==> src/rtl/adc_capture_trigger.sv <==
`default_nettype none
// ============================================================================
// Module   : adc_capture_trigger
// Brief    : Level-crossing trigger with decimated fixed-length capture and
//            post-capture holdoff, feeding a downstream SDRAM writer.
// Revision : 1.0 - initial release
// ============================================================================
module adc_capture_trigger #(
    parameter int ADC_WIDTH      = 12,
    parameter int CAPTURE_COUNT  = 128,
    parameter int HOLDOFF_CYCLES = 256
) (
    input  logic                 clk,
    input  logic                 reset,
    input  logic [ADC_WIDTH-1:0] adc_data,
    input  logic                 adc_valid,
    input  logic                 arm,
    input  logic [ADC_WIDTH-1:0] trig_level,
    input  logic                 trig_rising,
    input  logic [7:0]           decim,
    output logic                 start,
    output logic [15:0]          data_out,
    output logic                 data_valid,
    output logic                 busy,
    output logic [15:0]          sample_count
);

    typedef enum logic [1:0] {
        ST_IDLE    = 2'd0,
        ST_ARMED   = 2'd1,
        ST_CAPTURE = 2'd2,
        ST_HOLDOFF = 2'd3
    } state_t;

    localparam int c_hold_w = (HOLDOFF_CYCLES > 1) ? $clog2(HOLDOFF_CYCLES) : 1;
    localparam logic [c_hold_w-1:0] c_hold_last =
        c_hold_w'((HOLDOFF_CYCLES > 0) ? HOLDOFF_CYCLES - 1 : 0);
    localparam logic [15:0] c_cap_count = 16'(CAPTURE_COUNT);
    localparam state_t c_after_capture = (HOLDOFF_CYCLES == 0) ? ST_IDLE : ST_HOLDOFF;
    localparam state_t c_after_trigger = (CAPTURE_COUNT <= 1) ? c_after_capture : ST_CAPTURE;

    state_t                r_state;
    logic [ADC_WIDTH-1:0]  r_prev;
    logic                  r_prev_valid;
    logic [7:0]            r_decim;
    logic [7:0]            r_decim_cnt;
    logic [c_hold_w-1:0]   r_hold_cnt;
    logic                  r_start;
    logic [15:0]           r_data_out;
    logic                  r_data_valid;
    logic [15:0]           r_sample_count;

    logic                  w_cross_rise;
    logic                  w_cross_fall;
    logic                  w_trigger;
    logic                  w_emit;
    logic                  w_last;
    logic [15:0]           w_data_ext;

    assign w_cross_rise = (r_prev < trig_level) && (adc_data >= trig_level);
    assign w_cross_fall = (r_prev >= trig_level) && (adc_data < trig_level);
    // The first sample after arming only primes r_prev, so it can never trigger.
    assign w_trigger    = adc_valid && r_prev_valid &&
                          (trig_rising ? w_cross_rise : w_cross_fall);
    assign w_emit       = adc_valid && (r_decim_cnt == r_decim);
    assign w_last       = ((r_sample_count + 16'd1) == c_cap_count);
    assign w_data_ext   = 16'(adc_data);

    always_ff @(posedge clk or posedge reset) begin
        if (reset) begin
            r_state        <= ST_IDLE;
            r_prev         <= '0;
            r_prev_valid   <= 1'b0;
            r_decim        <= 8'd0;
            r_decim_cnt    <= 8'd0;
            r_hold_cnt     <= '0;
            r_start        <= 1'b1;
            r_data_out     <= 16'd0;
            r_data_valid   <= 1'b0;
            r_sample_count <= 16'd0;
        end else begin
            r_start      <= 1'b1;
            r_data_valid <= 1'b0;
            case (r_state)
                ST_IDLE: begin
                    if (arm) begin
                        r_state      <= ST_ARMED;
                        r_prev_valid <= 1'b0;
                    end
                end
                ST_ARMED: begin
                    if (adc_valid) begin
                        r_prev       <= adc_data;
                        r_prev_valid <= 1'b1;
                    end
                    // A trigger coinciding with arm dropping still starts a capture.
                    if (w_trigger) begin
                        r_state        <= c_after_trigger;
                        r_start        <= 1'b0;
                        r_data_out     <= w_data_ext;
                        r_data_valid   <= 1'b1;
                        r_sample_count <= 16'd1;
                        r_decim        <= decim;
                        r_decim_cnt    <= 8'd0;
                        r_hold_cnt     <= '0;
                    end else if (!arm) begin
                        r_state <= ST_IDLE;
                    end
                end
                ST_CAPTURE: begin
                    if (w_emit) begin
                        r_decim_cnt    <= 8'd0;
                        r_data_out     <= w_data_ext;
                        r_data_valid   <= 1'b1;
                        r_sample_count <= r_sample_count + 16'd1;
                        if (w_last) begin
                            r_state    <= c_after_capture;
                            r_hold_cnt <= '0;
                        end
                    end else if (adc_valid) begin
                        r_decim_cnt <= r_decim_cnt + 8'd1;
                    end
                end
                ST_HOLDOFF: begin
                    if (r_hold_cnt == c_hold_last) begin
                        r_state    <= ST_IDLE;
                        r_hold_cnt <= '0;
                    end else begin
                        r_hold_cnt <= r_hold_cnt + c_hold_w'(1);
                    end
                end
                default: r_state <= ST_IDLE;
            endcase
        end
    end

    assign start        = r_start;
    assign data_out     = r_data_out;
    assign data_valid   = r_data_valid;
    assign sample_count = r_sample_count;
    assign busy         = (r_state == ST_CAPTURE) || (r_state == ST_HOLDOFF);

endmodule
`default_nettype wire

==> config.mk <==
export PLATFORM = sky130hd
export DESIGN_NAME = adc_capture_trigger
export DESIGN_NICKNAME = d
export VERILOG_FILES = /design/src/rtl/adc_capture_trigger.sv
export SDC_FILE = /design/constraint.sdc
export NUM_CORES = 1
export LEC_CHECK = 0
export BUFFER_PORTS_ARGS = -buffer_cell sky130_fd_sc_hd__buf_2
export CAP_MARGIN = 20
export CORE_MARGIN = 2
export CORE_UTILIZATION = 51
export CTS_CLUSTER_SIZE = 25
export DETAILED_ROUTE_END_ITERATION = 16
export MAX_ROUTING_LAYER = met4
export PLACE_DENSITY = 0.73
export SLEW_MARGIN = 5
export SYNTH_ARGS = -nofsm -noshare
export SYNTH_HDL_FRONTEND = slang
export SYNTH_SLANG_ARGS = --single-unit
export TNS_END_PERCENT = 100
==> constraint.sdc <==
create_clock -name clk -period 6.6 [get_ports clk]
set_input_delay 0.33 -clock clk [delete_from_list [all_inputs] [get_ports clk]]
set_output_delay 0.33 -clock clk [all_outputs]
set_load 0.005 [all_outputs]
==> qor.json <==
{
  "placed_cell_area_mm2": 0.00467,
  "wl_per_cell_um": 14.7,
  "criticalPathCategory": "register to register",
  "viasPerCell": 5.64,
  "place.gp.congestion": 0.814,
  "longest_individual_stage_delay_on_the_worst_path_ns": 0.64,
  "synth_edf_count": 0,
  "grt_setup_unrepaired": "no",
  "critical_path_peak_fanout": 41,
  "layout_worst_path_cycle_share": 0.497,
  "grt_pass1_vias": 3403,
  "number_of_synthesized_register_bits": 69,
  "timing_worst_slew_pin_value_ns": 0.969,
  "firstDrtPassIters": 5,
  "slew-limit-headroom": 0.351,
  "post_synth_most_frequent_cells": "dfrtp_1 (68), nand2_1 (53), ha_1 (32), mux2_2 (32), nand3_1 (29)",
  "cts.sink_count": 69,
  "timing.fmax_mhz": 305,
  "dpl.hpwl_um": 6370,
  "maxCapViolations": 0,
  "async_reset_ff_frac": 1.00,
  "cts_tree": "done",
  "post_route_cells_drive_above_1_share": 0.289,
  "placedCellCount": 594,
  "initial_standard_cell_utilization_of_the_core": 0.523,
  "detail_route.drc_violations": 0,
  "dominant_register_cell_in_the_synthesized_netlist": "dfrtp_1",
  "first_pass_grt_wire_length_um": 15400,
  "antennaDiodeCount": 0,
  "clock_path_buffers": 2,
  "final.min_clock_period_ns": 3.28,
  "clk_pin_slew_worst_paths_ns": 0.09,
  "crit_path_start_kind": "register",
  "initial_antenna_violation_count": 0,
  "power.total_w": 0.000866,
  "grt_start_max_net_pins": 70,
  "die_w_um": 95.6,
  "die-area_mm2": 0.00913,
  "initialDrtViolationCount": 122,
  "netlist_area_mm2": 0.00428,
  "power.leakage_nw": 2.43,
  "setup_tns_ns": 0,
  "syn-mean-instance-area_um2": 9.72,
  "layoutNonFillerInstCount": 610,
  "gr-total-overflow": 0,
  "critical_path.cell_chain": "ha_1 -> a21oi_1 -> o21ai_0 -> a21oi_1 -> o21ai_0 -> a32o_1 -> a32oi_2 -> buf_4 -> nand2b_1 -> mux2_2",
  "postCtsResizedCells": 0,
  "clk_root_buffer_cell": "clkbuf_8",
  "portBuffers": 67,
  "outcome": "completed",
  "netlist_top_cells_area": "dfrtp_1 (40%), ha_1 (9.4%), mux2_2 (8.4%)",
  "most_numerous_cell_in_the_yosys_netlist": "dfrtp_1",
  "slew_viol_final": 0,
  "powerDensity_mw_per_mm2": 177,
  "cp_data_arrival_time_ns": 3.51,
  "core_rows": 33,
  "critical-path-slowest-cell": "nand2b_1",
  "area_growth_pct": 14.4,
  "layout.cell_area.non_filler_mm2": 0.00489,
  "synthCells": 440,
  "finClkSkew_ns": 0.0124,
  "netlist.area_leader.share": 0.398,
  "yosysWarnings": 0,
  "core-area_mm2": 0.00818,
  "cts_buffers": 9,
  "wl_final_um": 8940,
  "vertical_die_dimension_um": 95.6,
  "ioPinCount": 72,
  "hold_buffers": 0,
  "synth.yosys.seq_area_share": 0.404,
  "cp_top_family": "compound AO/OA/AOI/OAI gates",
  "biggest_area_consumer_among_synthesized_cells": "dfrtp_1",
  "insertion_delay_ns": 0.35,
  "setup_viol_count_final": 0,
  "vdd_drop_max_mv": 0.0979,
  "postRouteAntennaNets": 0,
  "finalNetCount": 569,
  "timing.critical_path.to_type": "register",
  "cts_htree_levels": 3,
  "critPathRequiredTime_ns": 6.83,
  "yosysUniqueCellTypes": 59,
  "final.fill_count": 701,
  "postCtsSetupRepairBufs": 0,
  "grtUsageTotal": 0.220,
  "hold_viol_final": 0,
  "hp_class": "primary input to register",
  "route.vias.total": 3441,
  "critical_path_buf_inv_count": 1
}
where the power goes:
part / switching, W / leakage (nW) / internal (W)
Combinational: 0.0000301 / 1.39 / 0.0000196
Sequential: 0 / 0.926 / 0.000422
Clock: 0.000179 / 0.110 / 0.000215
Total: 0.000209 / 2.43 / 0.000657
cells in the final DEF, fill, tap and decap left out, drive strengths merged, types with 2 or more instances in the layout:
master	count
a31oi	2
clkbuf	9
ha	32
mux2i	2
nand2b	7
nor3b	2
nand3b	2
and2	3
nor3	3
clkinv	3
xor2	2
mux2	32
xnor2	9
o21ai	26
nand4	7
buf	71
nor4	4
a21o	2
or3	3
conb	4
nor2b	4
o31ai	8
inv	22
nand3	30
nand2	53
dfrtp	68
and4	3
or4b	12
a211oi	3
bufinv	2
a21oi	20
o211ai	9
nor2	12
and3	8
or2	6
stage by stage:
step | worst slack (ns) | util | hold WS [ns]
finish | 3.32 | 0.598 | 0.205
global route | 3.10 | 0.598 | 0.191
CTS | 3.32 | 0.598 | 0.190
detailed placement | 3.25 | 0.571 | 0.487
global placement | 3.39 | 0.571 | 0.467
floorplan | 3.92 | - | 0.450
worst register-to-register path, delay by kind of cell, from the launching register on:
family,cells,cell delay [ns]
multiplexers,1,0.41
flip-flops,1,0.39
adder cells (fa/ha/maj),1,0.31
buffers and inverters,1,0.35
AO/OA/AOI/OAI,6,1.06
AND/OR/NAND/NOR,1,0.64
logic make-up after synthesis:
group	synth area share
AND/OR/NAND/NOR	0.216
AO/OA/AOI/OAI	0.126
flip-flops	0.404
other	0.000877
adder cells (fa/ha/maj)	0.0936
XOR/XNOR	0.0225
buffers and inverters	0.0474
multiplexers	0.0890
flip-flops by register name, indices dropped and copies added, names as in the netlist, named ones only:
register,count
r_hold_cnt,8
start,1
data_out,12
sample_count,16
r_prev,12
r_decim,8
r_state,1
r_prev_valid,1
data_valid,1
r_decim_cnt,8
per-layer routing:
layer / up-vias / track usage / routed length, µm
met5: - / - / 0
met3: 16 / 0.0332 / 299
met2: 69 / 0.377 / 4410
li1: 1695 / - / -
met1: 1661 / 0.264 / 4100
met4: 0 / 0.0798 / 135
area by class of cell:
type                    count  area, µm²  area share
multi-input cells         328       2360       0.483
flip-flops and latches     69       1730       0.353
repair buffers             71        365      0.0747
well taps                 105        131      0.0269
clock buffers               9        124      0.0253
clock inverters             7       98.8      0.0202
inverters                  21       78.8      0.0161
path summary, 6_finish.rpt:
| kind | start | end | slack, ns | cells after the start |
|---|---|---|---|---|
| worst max-delay path | r_prev[7] | data_out[2] | 3.32 | 10 |
| worst min-delay path | decim[2] | r_decim[2] | 0.20 | 2 |
| worst max register to register | r_prev[7] | data_out[2] | 3.32 | 10 |
| worst min register to register | r_decim_cnt[7] | r_decim_cnt[7] | 0.50 | 1 |
| max in group asynchronous | reset | r_hold_cnt[6] | 5.81 | 3 |
| min in group asynchronous | reset | r_prev[5] | 0.24 | 3 |
Note: power is estimated with default switching activity, not from simulation.
